### config.mk
export PLATFORM = sky130hd
export DESIGN_NAME = ssd_scan_driver
export DESIGN_NICKNAME = d
export VERILOG_FILES = /design/src/rtl/ssd_pkg.sv /design/src/rtl/ssd_hex_decode.sv /design/src/rtl/ssd_scan_driver.sv
export SDC_FILE = /design/constraint.sdc
export NUM_CORES = 1
export LEC_CHECK = 0
export BUFFER_PORTS_ARGS = -buffer_cell sky130_fd_sc_hd__buf_2
export CORE_ASPECT_RATIO = 0.9
export CORE_MARGIN = 3
export CORE_UTILIZATION = 57
export CTS_CLUSTER_DIAMETER = 80
export DETAILED_ROUTE_END_ITERATION = 12
export PLACE_DENSITY = 0.9
export SLEW_MARGIN = 25
export SYNTH_ARGS = -nofsm -noshare
export SYNTH_HDL_FRONTEND = slang
export SYNTH_SLANG_ARGS = --single-unit
### constraint.sdc
create_clock -name Clk -period 3.6 [get_ports Clk]
set_input_delay 0.18 -clock Clk [delete_from_list [all_inputs] [get_ports Clk]]
set_output_delay 0.18 -clock Clk [all_outputs]
set_load 0.01 [all_outputs]
### src/rtl/ssd_pkg.sv
// Shared definitions for the seven-segment scan driver.
//   SEG_OFF    : active-low cathode pattern with every segment dark
//   idx_width  : bits needed to index n digits (never less than 1)
//   hex_to_seg : nibble -> {Ca,Cb,Cc,Cd,Ce,Cf,Cg}, active-low
package ssd_pkg;

  localparam logic [6:0] SEG_OFF = 7'h7F;

  function automatic int idx_width(input int n);
    int w;
    w = 1;
    while ((1 << w) < n) w++;
    return w;
  endfunction

  function automatic logic [6:0] hex_to_seg(input logic [3:0] nib);
    logic [6:0] seg;
    case (nib)
      4'h0: seg = 7'b0000001;
      4'h1: seg = 7'b1001111;
      4'h2: seg = 7'b0010010;
      4'h3: seg = 7'b0000110;
      4'h4: seg = 7'b1001100;
      4'h5: seg = 7'b0100100;
      4'h6: seg = 7'b0100000;
      4'h7: seg = 7'b0001111;
      4'h8: seg = 7'b0000000;
      4'h9: seg = 7'b0000100;
      4'hA: seg = 7'b0001000;
      4'hB: seg = 7'b1100000;
      4'hC: seg = 7'b0110001;
      4'hD: seg = 7'b1000010;
      4'hE: seg = 7'b0110000;
      default: seg = 7'b0111000;
    endcase
    return seg;
  endfunction

endpackage

### src/rtl/ssd_hex_decode.sv
// Combinational hex-to-segment decoder.
//   nibble : 4-bit hex value
//   seg    : {Ca..Cg}, active-low
module ssd_hex_decode
  import ssd_pkg::*;
(
  input  logic [3:0] nibble,
  output logic [6:0] seg
);

  assign seg = hex_to_seg(nibble);

endmodule

### src/rtl/ssd_scan_driver.sv
// Time-multiplexed N-digit seven-segment driver with per-digit enable,
// blink, decimal points, leading-zero suppression and frame latching.
//   Clk, Reset   : clock, synchronous active-high reset
//   digits_in    : 4 bits per digit, digit 0 rightmost
//   dp_in        : decimal point per digit
//   enable_mask  : digit shown when 1
//   blink_mask   : digit blanked while the blink phase is high
//   lz_suppress  : leading-zero suppression enable
//   An           : anodes, active-low, at most one low
//   Cathodes     : {Ca..Cg}, active-low
//   Dp           : decimal-point cathode, active-low
//   digit_idx    : digit currently selected by the scanner
//   frame_start  : one-cycle pulse when the shadow registers reload
module ssd_scan_driver
  import ssd_pkg::*;
#(
  parameter int N_DIGITS    = 8,
  parameter int SCAN_DIV_W  = 18,
  parameter int BLINK_DIV_W = 26,
  localparam int IDX_W      = idx_width(N_DIGITS)
) (
  input  logic                  Clk,
  input  logic                  Reset,
  input  logic [4*N_DIGITS-1:0] digits_in,
  input  logic [N_DIGITS-1:0]   dp_in,
  input  logic [N_DIGITS-1:0]   enable_mask,
  input  logic [N_DIGITS-1:0]   blink_mask,
  input  logic                  lz_suppress,
  output logic [N_DIGITS-1:0]   An,
  output logic [6:0]            Cathodes,
  output logic                  Dp,
  output logic [IDX_W-1:0]      digit_idx,
  output logic                  frame_start
);

  localparam logic [IDX_W-1:0] LAST_IDX = IDX_W'(N_DIGITS - 1);

  logic [SCAN_DIV_W-1:0]  scan_cnt;
  logic [BLINK_DIV_W-1:0] blink_cnt;
  logic                   blink_phase;
  logic                   scan_tick;
  logic                   frame_tick;

  logic [4*N_DIGITS-1:0]  sh_digits;
  logic [N_DIGITS-1:0]    sh_dp;
  logic [N_DIGITS-1:0]    sh_en;
  logic [N_DIGITS-1:0]    sh_blink;
  logic                   sh_lz;

  logic [N_DIGITS-1:0]    lz_blank;
  logic [N_DIGITS-1:0]    blank;
  logic                   all_zero;
  logic [3:0]             cur_nib;
  logic                   cur_dp;
  logic                   cur_blank;
  logic                   cur_lz;
  logic [6:0]             cur_seg;
  logic [N_DIGITS-1:0]    sel_an;

  logic [N_DIGITS-1:0]    an_p0;
  logic [6:0]             seg_p0;
  logic                   dp_p0;

  assign scan_tick  = &scan_cnt;
  // Inputs are sampled only as the last digit finishes, so a frame never
  // mixes old and new values.
  assign frame_tick = scan_tick && (digit_idx == LAST_IDX);

  always_ff @(posedge Clk) begin
    if (Reset) begin
      scan_cnt    <= '0;
      blink_cnt   <= '0;
      blink_phase <= 1'b0;
      digit_idx   <= '0;
      frame_start <= 1'b0;
      sh_digits   <= '0;
      sh_dp       <= '0;
      sh_en       <= '0;
      sh_blink    <= '0;
      sh_lz       <= 1'b0;
    end else begin
      scan_cnt    <= scan_cnt + SCAN_DIV_W'(1);
      blink_cnt   <= blink_cnt + BLINK_DIV_W'(1);
      frame_start <= frame_tick;
      if (&blink_cnt)
        blink_phase <= ~blink_phase;
      // Explicit wrap keeps non-power-of-two digit counts in range.
      if (scan_tick)
        digit_idx <= (digit_idx == LAST_IDX) ? '0 : digit_idx + IDX_W'(1);
      if (frame_tick) begin
        sh_digits <= digits_in;
        sh_dp     <= dp_in;
        sh_en     <= enable_mask;
        sh_blink  <= blink_mask;
        sh_lz     <= lz_suppress;
      end
    end
  end

  // A digit is a leading zero when it and every digit to its left are zero;
  // digit 0 always shows so a zero value still reads "0".
  always_comb begin
    all_zero = 1'b1;
    lz_blank = '0;
    for (int k = N_DIGITS - 1; k >= 0; k--) begin
      all_zero    = all_zero && (sh_digits[4*k +: 4] == 4'h0);
      lz_blank[k] = sh_lz && (k != 0) && all_zero;
    end
  end

  assign blank  = ~sh_en | (sh_blink & {N_DIGITS{blink_phase}});
  assign sel_an = ~(N_DIGITS'(1) << digit_idx);

  always_comb begin
    cur_nib   = 4'h0;
    cur_dp    = 1'b0;
    cur_blank = 1'b1;
    cur_lz    = 1'b0;
    for (int k = 0; k < N_DIGITS; k++) begin
      if (digit_idx == IDX_W'(k)) begin
        cur_nib   = sh_digits[4*k +: 4];
        cur_dp    = sh_dp[k];
        cur_blank = blank[k];
        cur_lz    = lz_blank[k];
      end
    end
  end

  ssd_hex_decode u_hex_decode (
    .nibble (cur_nib),
    .seg    (cur_seg)
  );

  // A suppressed zero keeps its anode only to light its decimal point.
  always_comb begin
    an_p0  = '1;
    seg_p0 = SEG_OFF;
    dp_p0  = 1'b1;
    if (!cur_blank) begin
      dp_p0 = ~cur_dp;
      if (cur_lz) begin
        if (cur_dp)
          an_p0 = sel_an;
      end else begin
        an_p0  = sel_an;
        seg_p0 = cur_seg;
      end
    end
  end

  // ---- stage p0 -> pin registers ----
  always_ff @(posedge Clk) begin
    if (Reset) begin
      An       <= '1;
      Cathodes <= SEG_OFF;
      Dp       <= 1'b1;
    end else begin
      An       <= an_p0;
      Cathodes <= seg_p0;
      Dp       <= dp_p0;
    end
  end

endmodule

# Word-level counts from Yosys, hierarchy flattened

Memory sizes are Yosys's and may differ from the RTL's. A register that Yosys moved wholly into a read port is not among the register bits.
Cells that the tools add are included.

Memories: 1
Bits in read-only memories: 112
Flip-flop bits (word level): 115
Output and inout bits: 20

Memory list:

| memory           | depth | bits a word | rd ports | clocked after Yosys merged registers in | wr ports | RTL line      | source |
|---|---|---|---|---|---|---|---|
| (name not given) | 16    | 7           | 1        | 1                                       | 0        | ssd_pkg.sv:18 | `case (nib)` |

Equality and inequality tests: 7
$add $sub $neg: 3
Muxes and demuxes: 34
Reductions and logical operators: 26
Bitwise logic cells: 6
Shift operators: 1

Operator list:

| operator                | number |
|---|---|
| $mux W4                 | 8 |
| $logic_not A4 Y1        | 7 |
| $add A26 B1 Y26 const B | 1 |
| $reduce_and A26 Y1      | 1 |
| $mux W1                 | 23 |
| $add A18 B1 Y18 const B | 1 |
| $reduce_and A18 Y1      | 1 |
| $mux W8                 | 2 |
| $not A8 Y8              | 2 |
| $logic_and A1 B1 Y1     | 14 |
| $eq A3 B3 Y1 const B    | 4 |
| $and A8 B8 Y8           | 1 |
| $or A8 B8 Y8            | 1 |
| $shl A1 B3 Y8 const A   | 1 |
| $eq A3 B2 Y1 const B    | 2 |
| $add A3 B1 Y3 const B   | 1 |
| $eq A3 B1 Y1 const B    | 1 |
| $logic_not A3 Y1        | 1 |
| $mux W3                 | 1 |
| $reduce_or A3 Y1        | 1 |
| $not A1 Y1              | 2 |
| $reduce_or A2 Y1        | 1 |

# Longest topological paths before layout

Depth after elaboration: 16
Gate-level depth with buffers: 15
Depth with buffers taken out: 12

# Modules after synthesis

Synthesis repeated with hierarchy kept, for this count alone.

Cells, all modules: 559
Area total of the unflattened synthesis: 5302.6 sq um

Modules (own cells, without submodules):

| module          | times used | area an instance (sq um) | cells each |
|---|---|---|---|
| ssd_scan_driver | 1          | 5028.6                   | 527 |
| ssd_hex_decode  | 1          | 274.0                    | 32 |

# Least setup slack after synthesis

No wires, ideal clock.

Kind: reg-to-reg
From: register digit_idx[1]
To: register Cathodes[3]
Arrival: 2.951 ns
Data required time: 3.483 ns
Setup time: 0.117 ns
Period minus slack after synthesis: 3.068 ns
Stages on the path, launching flop included: 15
Setup slack: 0.532 ns
Cell sequence: dfxtp_1 > inv_1 > ha_1 > buf_2 > buf_4 > buf_2 > nand3b_1 > a221oi_1 > o22ai_1 > a21oi_1 > inv_1 > ha_1 > inv_1 > mux4_2 > nand2b_1

Longest elaborated chain between the ends: 10
Elaborated cells on any way between the ends: 32

Ends and longest elaborated chain:

| what                       | RTL line               | source |
|---|---|---|
| from (decl)                | ssd_scan_driver.sv:32  | `output logic [IDX_W-1:0] digit_idx,` |
| from (signal assigned)     | ssd_scan_driver.sv:89  | `digit_idx <= (digit_idx == LAST_IDX) ? '0 : digit_idx + IDX_W'(1);` |
| $logic_not A3 Y1           | ssd_scan_driver.sv:120 | `if (digit_idx == IDX_W'(k)) begin` |
| $mux W1 (8 in series)      | ssd_scan_driver.sv:120 |  |
| $reduce_or A3 Y1 (no line) | n/a                    |  |
| to (decl)                  | ssd_scan_driver.sv:30  | `output logic [6:0] Cathodes,` |

Several ways; a longest one is shown, not always the timed one.
A chain may end at the register's enable or synchronous reset.

# Worst setup path after layout

From: register digit_idx[2]
To: register Cathodes[3]

The elaborated chain is that of the path after synthesis.

==> impl_results.md <==
* Placement-stage cell area at 5670 um^2
* Starting DRT DRC Count at 431
* Cell Rows at 32
* Final setup margin at 408 ps
* CTS tree: done
* Min Tclk post-route at 3190 ps
* Post-synthesis mux area share at 1.00%
* EDFF count, synth at 0
* Final hold slack at 285 ps
* Vias in the first global route at about 4900
* Setup Buffers After CTS at 0
* Syn Nets at around 620
* FF-to-FF Start: digit_idx[2]
* Clock tree buffer depth at 2
* Post-route ant nets at 0
* Post-Synth Adder-Cell Area at 3.11%
* Worst setup path startpoint: digit_idx[2]
* Die ar. at 10400 um^2
* DR WL/cell at 17.7 um
* PortBufs at a little under 80
* Pre-antenna DRT Iters at 5
* Ratio of cells with drive above 1 in the final layout at between 10% and 20%
* Drt total wl at 14.3 mm
* Worst-margin pin slew at 957 ps
* Fin. max-slew vios at 0
* Fin crit share at 88.7%
* Crit path to: Cathodes[3]
* Final design area excluding fillers at between 6000 and 7000 um^2
* Max frequency at 313 MHz
* # diodes at 0
* CP delay by family, top: adder cells
* Worst EP required at about 4000 ps
* Post-synth ARST share at 0%
* Total GRT Usage at 28.5%
* Buf/Inv on CP at 2
* Sink Count at about 120
* Most common cell on crit path: ha_1
* Yosys cell types at 57
* Placer Congestion at 0.903
* Worst-case reg-to-reg path depth at 8
* Max transition margin at between 30% and 40%
* Seq cells post-synth at 122
* Initial antenna violation count at 0
* Core area at 8770 um^2
* H-Tree Level Count at 4
* Crit path DAT at 3590 ps
* Clock-pin slew on the worst setup and hold paths at 60 ps
* Vias at 4784
* Post-synthesis xor/xnor area fraction at 5.36%
* Final hold vios at 0
* Crit path max fanout at 25
* Layout net count at 748
* Final setup viols at 0
* Fin Setup TNS at 0 ps
* Synth Cell Area at 5230 um^2
* Critical Path Stages at 8
* Area delta synth->final at 30.5%
* Starting Density at 59.6%
* Post-CTS Hold Buffers at 57
* Worst-path cell chain: buf_4 > ha_1 > o21ai_0 > a21oi_1 > inv_1 > ha_1 > mux4_2 > nand2b_1
* First-pass GRT wire length at ~24 mm
* Crit-path max cell delay at 730 ps
* Critical R2R Capture: Cathodes[3]
* CTS Buf Count at 17
* Worst skew pair latency at 530 ps
* Layout Skew at 9.99 ps
* RSZ-0062 raised after global routing: false
* Sequential share of the synthesized area at a little under half
* Leakage at between 0.002 and 0.003 uW
* DR vias/cell at 5.93
* WS Path Type: register to register
* Fill count at 571
* Root Buffer: clkbuf_8
* Hold WC Path Type: primary input to register
* Synth Instances at 549
* PwrDens at 465 nW/um^2
* Pin count of the biggest net entering global routing at between 50 and 60
* Synth Area per Inst at ~9.5 um^2
* Die X at around 110 um
* Drc violations at 0
* R2R Setup Slk at 410 ps
* Crit start category: register
* GRT overflow at 0
* Die height at ~97 um
* Slowest-stage cell, CP: ha_1
* Critical path capture point type: register
* Compound-Gate Fraction of Synth Area at 21.0%
* Largest family of logic cells by synthesized area: compound AO/OA/AOI/OAI gates
* Max-cap violations at 0
* Post-Synth Simple-Gate Area at 17.8%
* Outcome: complete, no violations
* Synth warnings at 0
* Post-layout util at a little under 80%
* Dominant synthesized flop cell: dfxtp_1
* Post-DP HPWL at 8.69 mm
* Pre-CTS WS at around 470 ps
* Post_cts resized at 0
* Peak VDD IR at between 0.3 and 0.4 mV
* IO Pins at 79
==> area by class of cell <==
class	count	area (um^2)	share of cell area (%)
clock buffer	23	467	6.84
clock inverter	8	118	1.72
inverter	18	67.6	0.990
multi-input combinational	374	2540	37.2
sequential	122	2440	35.8
tap	119	149	2.18
timing repair buffer	143	1050	15.3
==> state kept, by name, indices dropped and copies added, names as in the netlist, 7 cells and up <==
name,count
sh_blink,8
sh_dp,8
blink_cnt,26
An,8
sh_digits,32
scan_cnt,18
sh_en,8
Cathodes,7
==> per-stage QoR <==
step / instances / total power, uW
4_1_cts: 807 / 3180
6_report: 807 / 3170
3_3_place_gp: 719 / 1450
3_5_place_dp: 719 / 1460
2_1_floorplan: 549 / 1420
5_1_grt: 807 / 3260
==> worst min-delay path by stage <==
stage                  startpoint            end  cells past startpoint
floorplan           digits_in[12]  sh_digits[12]                      1
global placement    digits_in[10]  sh_digits[10]                      2
detailed placement       dp_in[4]       sh_dp[4]                      2
CTS                         Reset   blink_cnt[0]                      2
global route                Reset  blink_cnt[24]                      2
finish                      Reset   blink_cnt[7]                      2
==> where the power goes <==
group,leakage (uW),internal [uW],total [uW],switching (uW)
clock network,0.000288,1100,1690,594
logic,0.00139,71.0,118,46.7
registers,0.000984,1360,1360,5.55
==> synthesized netlist by cell type (2+ instances only) <==
master	n	area share, %
and4_1	4	0.67
buf_4	5	0.72
a21bo_2	3	0.57
inv_1	18	1.3
or3_1	9	1.1
mux2i_1	3	0.57
nor2b_1	4	0.48
nor3b_1	3	0.43
nor3_1	5	0.48
xor2_1	20	3.3
buf_6	4	0.86
nand2b_1	4	0.48
a21boi_0	2	0.29
a21oi_1	26	2.5
a22o_1	57	9.5
dfxtp_1	122	47
ha_1	13	3.1
nor4_1	7	0.84
a221oi_1	4	0.67
and3_1	4	0.48
o31ai_1	5	0.72
a2111oi_0	3	0.50
or2_2	2	0.24
clkbuf_1	11	0.79
xnor2_1	12	2.0
o221ai_1	4	0.67
buf_1	2	0.14
nand3_1	21	2.0
a21o_1	2	0.29
nand2_1	39	2.8
nand3b_1	6	0.86
buf_2	13	1.2
nor2_1	48	3.4
and2_1	3	0.36
o21ai_0	16	1.5
a211oi_1	7	1.0
o22ai_1	3	0.36
nand4_1	16	1.9
==> cells by family (layout without fill, tap and decap cells) <==
| group | after synthesis | in the layout |
|---|---|---|
| compound gates | 145 | 145 |
| mux | 4 | 4 |
| simple gates | 180 | 180 |
| fa+ha+maj | 13 | 13 |
| buf+inv | 53 | 192 |
| flops | 122 | 122 |
| xor+xnor | 32 | 32 |
==> metal layers <==
metal	part of all wire [%]	GRT usage [%]
met1	39	32.4
met2	50	49.3
met3	6.6	6.07
met4	3.9	15.3
met5	0	0
==> placed cells by master (no fill, tap or decap), types with 3 or more instances in the layout <==
cell type	count
a2111oi_0	3
a211oi_1	7
a21bo_2	3
a21oi_1	26
a221oi_1	4
a22o_1	57
and2_1	3
and3_1	4
and4_1	4
buf_2	78
buf_4	6
bufinv_16	3
clkbuf_1	3
clkbuf_16	16
clkbuf_8	4
clkinv_2	4
dfxtp_1	122
dlygate4sd3_1	57
ha_1	13
inv_1	18
mux2i_1	3
nand2_1	39
nand2b_1	4
nand3_1	21
nand3b_1	6
nand4_1	16
nor2_1	48
nor2b_1	4
nor3_1	5
nor3b_1	3
nor4_1	7
o21ai_0	16
o221ai_1	4
o22ai_1	3
o31ai_1	5
or3_1	9
xnor2_1	12
xor2_1	20
Power figures use the tool's default switching activity.
